File: src/rtl/riscv_dcache_pkg.sv
// Shared types and helpers for the dcache memory-side line transfer engine.
// Holds the transfer FSM state encoding and the default bus/line geometry.
package riscv_dcache_pkg;

  typedef enum logic [1:0] {
    IDLE  = 2'd0,
    WRITE = 2'd1,
    READ  = 2'd2,
    DONE  = 2'd3
  } dcache_mem_state_e;

  localparam int DEF_ADDR_W = 64;
  localparam int DEF_DATA_W = 64;
  localparam int DEF_LINE_W = 128;

  function automatic logic [DEF_ADDR_W-1:0] line_base(input logic [DEF_ADDR_W-1:0] addr,
                                                      input int unsigned off_bits);
    logic [DEF_ADDR_W-1:0] mask;
    mask = ~((DEF_ADDR_W'(1) << off_bits) - DEF_ADDR_W'(1));
    return addr & mask;
  endfunction

endpackage

File: src/rtl/riscv_dcache_mem_if.sv
// Splits dcache line write-backs/fills into ascending single-word bus beats; all outputs registered.
// Latency BEATS+1 cycles from accept to mem_ready with bus_ack high; each beat holds until bus_ack.
module riscv_dcache_mem_if
  import riscv_dcache_pkg::*;
#(
  parameter int ADDR_W = DEF_ADDR_W,
  parameter int DATA_W = DEF_DATA_W,
  parameter int LINE_W = DEF_LINE_W
) (
  input  logic              clk,
  input  logic              rst,
  input  logic              mem_rden,
  input  logic              mem_wren,
  input  logic [ADDR_W-1:0] mem_addr,
  input  logic [LINE_W-1:0] wb_line,
  output logic              mem_ready,
  output logic [LINE_W-1:0] fill_line,
  output logic              bus_req,
  output logic              bus_we,
  output logic [ADDR_W-1:0] bus_addr,
  output logic [DATA_W-1:0] bus_wdata,
  input  logic              bus_ack,
  input  logic [DATA_W-1:0] bus_rdata
);

  localparam int BEATS      = LINE_W / DATA_W;
  localparam int CNT_W      = (BEATS > 1) ? $clog2(BEATS) : 1;
  localparam int OFF_BITS   = $clog2(LINE_W / 8);
  localparam int BEAT_BYTES = DATA_W / 8;

  if (((LINE_W % DATA_W) != 0) || (BEATS < 2)) begin : g_bad_cfg
    $error("riscv_dcache_mem_if: LINE_W must be a multiple of DATA_W with at least 2 beats");
  end

  dcache_mem_state_e r_state, w_state_nxt;
  logic [CNT_W-1:0]  r_cnt, w_cnt_nxt;
  logic [ADDR_W-1:0] r_base, w_base_nxt, w_req_base;
  logic [LINE_W-1:0] r_wb, w_wb_nxt;
  logic              w_ack, w_last, w_busy_nxt;

  logic              r_mem_ready, r_bus_req, r_bus_we;
  logic [ADDR_W-1:0] r_bus_addr;
  logic [DATA_W-1:0] r_bus_wdata;
  logic [LINE_W-1:0] r_fill;

  assign w_req_base = ADDR_W'(line_base(DEF_ADDR_W'(mem_addr), OFF_BITS));
  assign w_ack      = bus_ack & r_bus_req;
  assign w_last     = (r_cnt == CNT_W'(BEATS - 1));
  assign w_busy_nxt = (w_state_nxt == WRITE) || (w_state_nxt == READ);

  always_comb begin
    w_state_nxt = r_state;
    w_cnt_nxt   = r_cnt;
    w_base_nxt  = r_base;
    w_wb_nxt    = r_wb;
    case (r_state)
      IDLE: begin
        if (mem_wren) begin
          w_state_nxt = WRITE;
          w_base_nxt  = w_req_base;
          w_wb_nxt    = wb_line;
          w_cnt_nxt   = '0;
        end else if (mem_rden) begin
          w_state_nxt = READ;
          w_base_nxt  = w_req_base;
          w_cnt_nxt   = '0;
        end
      end
      WRITE, READ: begin
        if (w_ack) begin
          if (w_last) begin
            w_state_nxt = DONE;
            w_cnt_nxt   = '0;
          end else begin
            w_cnt_nxt = r_cnt + CNT_W'(1);
          end
        end
      end
      DONE:    w_state_nxt = IDLE;
      default: w_state_nxt = IDLE;
    endcase
  end

  always_ff @(posedge clk or posedge rst) begin
    if (rst) begin
      r_state <= IDLE;
      r_cnt   <= '0;
      r_base  <= '0;
      r_wb    <= '0;
    end else begin
      r_state <= w_state_nxt;
      r_cnt   <= w_cnt_nxt;
      r_base  <= w_base_nxt;
      r_wb    <= w_wb_nxt;
    end
  end

  // Bus outputs are computed from next-state so a beat is presented the cycle after accept/ack.
  always_ff @(posedge clk or posedge rst) begin
    if (rst) begin
      r_mem_ready <= 1'b0;
      r_bus_req   <= 1'b0;
      r_bus_we    <= 1'b0;
      r_bus_addr  <= '0;
      r_bus_wdata <= '0;
      r_fill      <= '0;
    end else begin
      r_mem_ready <= (w_state_nxt == DONE);
      r_bus_req   <= w_busy_nxt;
      r_bus_we    <= (w_state_nxt == WRITE);
      if (w_busy_nxt) begin
        r_bus_addr  <= w_base_nxt + ADDR_W'(w_cnt_nxt) * ADDR_W'(BEAT_BYTES);
        r_bus_wdata <= w_wb_nxt[w_cnt_nxt*DATA_W +: DATA_W];
      end
      if ((r_state == READ) && w_ack) begin
        r_fill[r_cnt*DATA_W +: DATA_W] <= bus_rdata;
      end
    end
  end

  assign mem_ready = r_mem_ready;
  assign bus_req   = r_bus_req;
  assign bus_we    = r_bus_we;
  assign bus_addr  = r_bus_addr;
  assign bus_wdata = r_bus_wdata;
  assign fill_line = r_fill;

endmodule

File: config.mk
export PLATFORM = sky130hd
export DESIGN_NAME = riscv_dcache_mem_if
export DESIGN_NICKNAME = d
export VERILOG_FILES = /design/src/rtl/riscv_dcache_pkg.sv /design/src/rtl/riscv_dcache_mem_if.sv
export SDC_FILE = /design/constraint.sdc
export NUM_CORES = 1
export LEC_CHECK = 0
export ABC_CLOCK_PERIOD_IN_PS = 47300
export CAP_MARGIN = 20
export CORE_MARGIN = 3
export CORE_UTILIZATION = 48
export DETAILED_ROUTE_END_ITERATION = 10
export PLACE_DENSITY = 0.78
export SETUP_SLACK_MARGIN = 0.1
export SYNTH_ARGS = -nofsm -noshare
export SYNTH_HDL_FRONTEND = slang
export SYNTH_SLANG_ARGS = --single-unit
File: constraint.sdc
create_clock -name clk -period 47.3 [get_ports clk]
set_clock_uncertainty 0.1 [all_clocks]
set_input_delay 11.825 -clock clk [delete_from_list [all_inputs] [get_ports clk]]
set_output_delay 11.825 -clock clk [all_outputs]
set_load 0.005 [all_outputs]
=== Word level (Yosys, flattened, before mapping) ===
Cells that the tools add are included.
Widths: inputs -> output; s select.

* Reduce and logical (&&, ||, !) cells: 4
* Add/subtract/negate cells: 3
* Muxes and demuxes: 16
* Shifts and indexed selects: 3
* Order comparisons: 0
* Div/mod/pow operators: 0
* Equality and inequality tests: 6
* $mul: 0
* Bitwise gates (word level): 1

{| class="wikitable"
|+ Operator list
! cell !! number
|-
| $mux 128 || 2
|-
| $mux 64 || 3
|-
| $bwmux 128 || 1
|-
| $shift 64x34->128 const A || 1
|-
| $shiftx 128x8->64 || 1
|-
| $shiftx 64x34->128 || 1
|-
| $add 64x4->64 || 1
|-
| $neg 7->34 || 1
|-
| $eq 2x2->1 const B || 4
|-
| $mux 2 || 4
|-
| $pmux 2 s3 || 1
|-
| $eq 2x1->1 const B || 2
|-
| $mux 1 || 4
|-
| $logic_not 2->1 || 1
|-
| $pmux 1 s2 || 1
|-
| $reduce_or 2->1 || 1
|-
| $add 1x1->1 const B || 1
|-
| $and 1x1->1 || 1
|-
| $logic_and 1x1->1 || 1
|-
| $logic_or 1x1->1 || 1
|}

* Memories: 0
* ROM bits: 0
* Bits in writable memories: 0
* Bits in latches: 0
* Bits in registers: 454
* Word-level logic and storage cells: 43

=== Longest topological paths before layout ===
* Word-level depth: 5
* Depth in mapped cells: 15
* Depth with buffers taken out: 12

=== Worst setup path after synthesis ===
No wires, ideal clock.

* Path kind: in2reg
* Start: input port mem_rden
* End: register r_bus_addr[55] (netlist: bus_addr[55])
* Setup time: 72 ps
* Setup slack: 32841 ps
* Arrival: 14287 ps
* Required time: 47128 ps
* Cell stages on the path: 13
* Path through: buf_4 o21ai_2 buf_2 buf_4 buf_2 buf_2 nand2_1 nand2_1 ha_1 nand4_1 nor4_2 mux2_2 nor2_1

{| class="wikitable"
|+ RTL lines
! what !! RTL line !! RTL
|-
| from (decl) || riscv_dcache_mem_if.sv:12 || <nowiki>input logic mem_rden,</nowiki>
|-
| $mux 64 || riscv_dcache_mem_if.sv:63 || <nowiki>end else if (mem_rden) begin</nowiki>
|-
| $mux 64 || riscv_dcache_mem_if.sv:58 || <nowiki>if (mem_wren) begin</nowiki>
|-
| $mux 64 || riscv_dcache_mem_if.sv:56 || <nowiki>case (r_state)</nowiki>
|-
| named net w_base_nxt[4] || riscv_dcache_mem_if.sv:37 || <nowiki>logic [ADDR_W-1:0] r_base, w_base_nxt, w_req_base;</nowiki>
|-
| $add 64x4->64 || riscv_dcache_mem_if.sv:112 || <nowiki>r_bus_addr <= w_base_nxt + ADDR_W'(w_cnt_nxt) * ADDR_W'(BEAT_BYTES);</nowiki>
|-
| to (signal assigned) || riscv_dcache_mem_if.sv:112 ||
|-
| to (decl) || riscv_dcache_mem_if.sv:42 || <nowiki>logic [ADDR_W-1:0] r_bus_addr;</nowiki>
|}

The timed path passes the listed nets, and every way through them passes these cells.
A chain may end at the register's enable or synchronous reset.

=== Final worst setup path ===
Same ends and word-level chain as after synthesis.

==> results.tsv <==
metric	value	unit
worst slack at placement	31.32	ns
detailed-routing iteration count for the pre-antenna-repair pass	5	
final hold viol count	0	
count of flip-flops with a built-in enable after synthesis	0	
YS warnings	0	
netlist area before placement	20000	sq um
fraction of power consumed by the clock network	20.5	%
clock sink total	454	
clock latency on the worst-skew pair	0.58	ns
Power Total	1840	uW
status	finished, final reports clean	
routability congestion estimate	0.930	
total number of vias	15600	
worst min path class	flip-flop to flip-flop	
clock transition at the register clock pins on the worst setup and hold paths after CTS	0.06	ns
area share of the largest cell type after synthesis	56.7	%
Highest Clock Rate	64.4	MHz
leading post-synthesis cells by cell area	dfrtp_1, mux2_2, nand2_1, mux2i_1, o21ai_0	
antenna violations before repair	10	
switching portion of total power	35.7	%
Worst Hold Path Cells	1	
ratio of cells with drive above 1 in the final layout	17.9	%
Setup WS post-layout	31.77	ns
Setup-failing EPs final	0	
Top Ports	520	
Die Footprint	44200	sq um
number of global-route vias before repair	16400	
wire length of the first global-routing pass	94400	um
Max Cap Violations	0	
CTS tree	yes	
core area	41000	sq um
post-route worst hold slack	0.382	ns
mean number of vias per cell	5.65	
number of buffers between clock root and the deepest sink	3	
cell occurring most often along the worst timing path	nand2_1	
Worst Reg-to-Reg Cells	11	
number of register bits inferred by synthesis	454	
transition at the pin with the smallest max-transition slack	1.07	ns
Worst Hold Path EP	r_base[1]	
worst-path fanout max	93	
worst reg2reg endpoint	bus_addr[55]	
static power due to leakage	0.0115	uW
Cell Chain, Critical Path	clkdlybuf4s50_1 > o21ai_4 > buf_4 > nand2_1 > nand2_1 > ha_1 > nand4_1 > nor4_2 > mux2_2 > nor2_1	
switching power	655	uW
Cell Int Power	1180	uW
power density over cell area	67.5	nW/um^2
antenna-violating nets left	0	
fraction of power consumed by combinational cells	43.5	%
clk root buf	clkbuf_16	
part of the total power dissipated in sequential elements	36.0	%
largest incremental delay on the critical path	0.81	ns
library cells used by synthesis	64	
Die W	210	um
required time of the critical path	47.70	ns
count of cell instances traversed by the critical path	10	
Cell Area, Placed	25600	sq um
most common cell after layout, fill and taps aside	clkdlybuf4s50_1	
post-detailed-routing wire length	61500	um
Area growth, synth to finish	35.8	%
port bufs	515	
kind of end point of the critical path	flip-flop	
die extent in y	210	um
final cell area excluding filler cells	27200	sq um
worst path buffer plus inverter count	2	
number of instances in the synthesized netlist	1697	
Detailed Route Iter0 Violations	1260	
worst vdd ir	47.4	uV
global route total overflow	0	
# rows	74	
hold-fix buffer count after cts	0	
post-route fraction of the period consumed by the critical path	32.8	%
global router's overall resource usage	27.3	%
CTS HTree Levels	2	
worst slew margin relative to its limit	28.6	%
pin count of the biggest net entering global routing	130	
unrepaired setup endpoints after global routing	false	
crit path max-delay cell type	clkdlybuf4s50_1	
sum of negative setup slack	0	ns
Worst EP arrival	15.92	ns
sequential fraction of the synthesis area	56.7	%
initial cell density of the core	48.8	%
worst reg2reg path startpoint	r_state[1]	
Post CTS Setup Buffer Count	0	
flop-to-flop setup slack	43.00	ns
CP Class	input port to flip-flop	
largest area contributor in the netlist	dfrtp_1	
wire per inst	22.3	um
Largest delay share family, worst path	buffers and inverters	
hold_sp	r_base[1]	
shortest period the worst path allows	15.53	ns
commonest non-fill, non-tap cells in the layout	clkdlybuf4s50_1, dfrtp_1, mux2_2, nand2_1, o21ai_0	
half-perimeter wire length after placement	44200	um
flip-flop cell with the highest count after synthesis	dfrtp_1	
net count after synthesis	1966	
async set-reset flop share out of synthesis	100	%
final number of max-transition violations	0	
number of gates resized after CTS	0	
Avg Inst Size Synth	11.8	sq um
launching element type of the critical path	input port	
DRC viols	0	
Nets	2460	
CTS buffer count	49	
[metrics by stage]
stage	cells	utilization (%)
CTS	2756	66.3
global placement	2672	62.4
detailed placement	2672	62.4
global route	2757	66.3
floorplan	1697	-
finish	2758	66.3
[power groups by stage]
stage	clock, uW	combinational (uW)	sequential, uW
finish	376	799	661
global route	399	873	680
CTS	382	805	660
detailed placement	0	797	663
global placement	0	774	654
floorplan	0	458	651
[flip-flops by register name (all words and copies together) (netlist names)]
register,count
fill_line,128
r_wb,128
bus_addr,64
bus_wdata,64
r_base,64
r_state,2
bus_req,1
bus_we,1
mem_ready,1
r_cnt,1
[layout make-up]
class                   count  area, sq um
diodes                      2         5.00
clock buffers              75         1460
clock inverters             9          116
fillers                  3077        13800
inverters                  15         63.8
multi-input cells        1140         8250
flip-flops and latches    454        11400
well taps                 532          666
repair buffers            531         5280
[cells in the mapped netlist (6+ instances only)]
cell type    n
o21ai_1     15
nand4_1     35
clkbuf_1    58
nor3_1      34
mux2i_1     78
xor2_1       8
mux2_2     280
o21ai_0    110
a21oi_1     17
or3_1        6
and2_1       6
and3_1      17
nand2_1    275
a31oi_1      9
buf_2       19
o22ai_1      8
o31ai_1     10
nor2_1      61
nor4_1      22
inv_1       14
buf_4        6
dfrtp_1    454
ha_1         8
xnor2_1     32
nor4_2       7
nand3_1     40
[logic make-up after synthesis]
kind of cell | synth area share, %
buf+inv | 2.31
simple gates | 12.3
compound gates | 6.70
fa+ha+maj | 0.500
mux | 19.8
xor+xnor | 1.75
flops | 56.7
[metal layers]
| metal | wire (um) | part of all wire (%) | vias to the layer above | GRT usage, % |
|---|---|---|---|---|
| met4 | 1900 | 3.1 | 14 | 8.58 |
| met1 | 23600 | 38 | 7804 | 33.8 |
| met2 | 30400 | 49 | 642 | 46.2 |
| met5 | 96 | 0.16 | - | 0 |
| met3 | 5450 | 8.9 | 140 | 8.20 |
| li1 | - | - | 6984 | - |
[worst max-delay path by stage]
stage / startpoint / end
2_1_floorplan: rst / bus_addr[0]
3_3_place_gp: mem_rden / bus_addr[55]
3_5_place_dp: mem_rden / bus_addr[55]
4_1_cts: mem_rden / bus_addr[55]
5_1_grt: mem_rden / bus_addr[55]
6_report: mem_rden / bus_addr[55]
(Power assumes the default switching activity.)
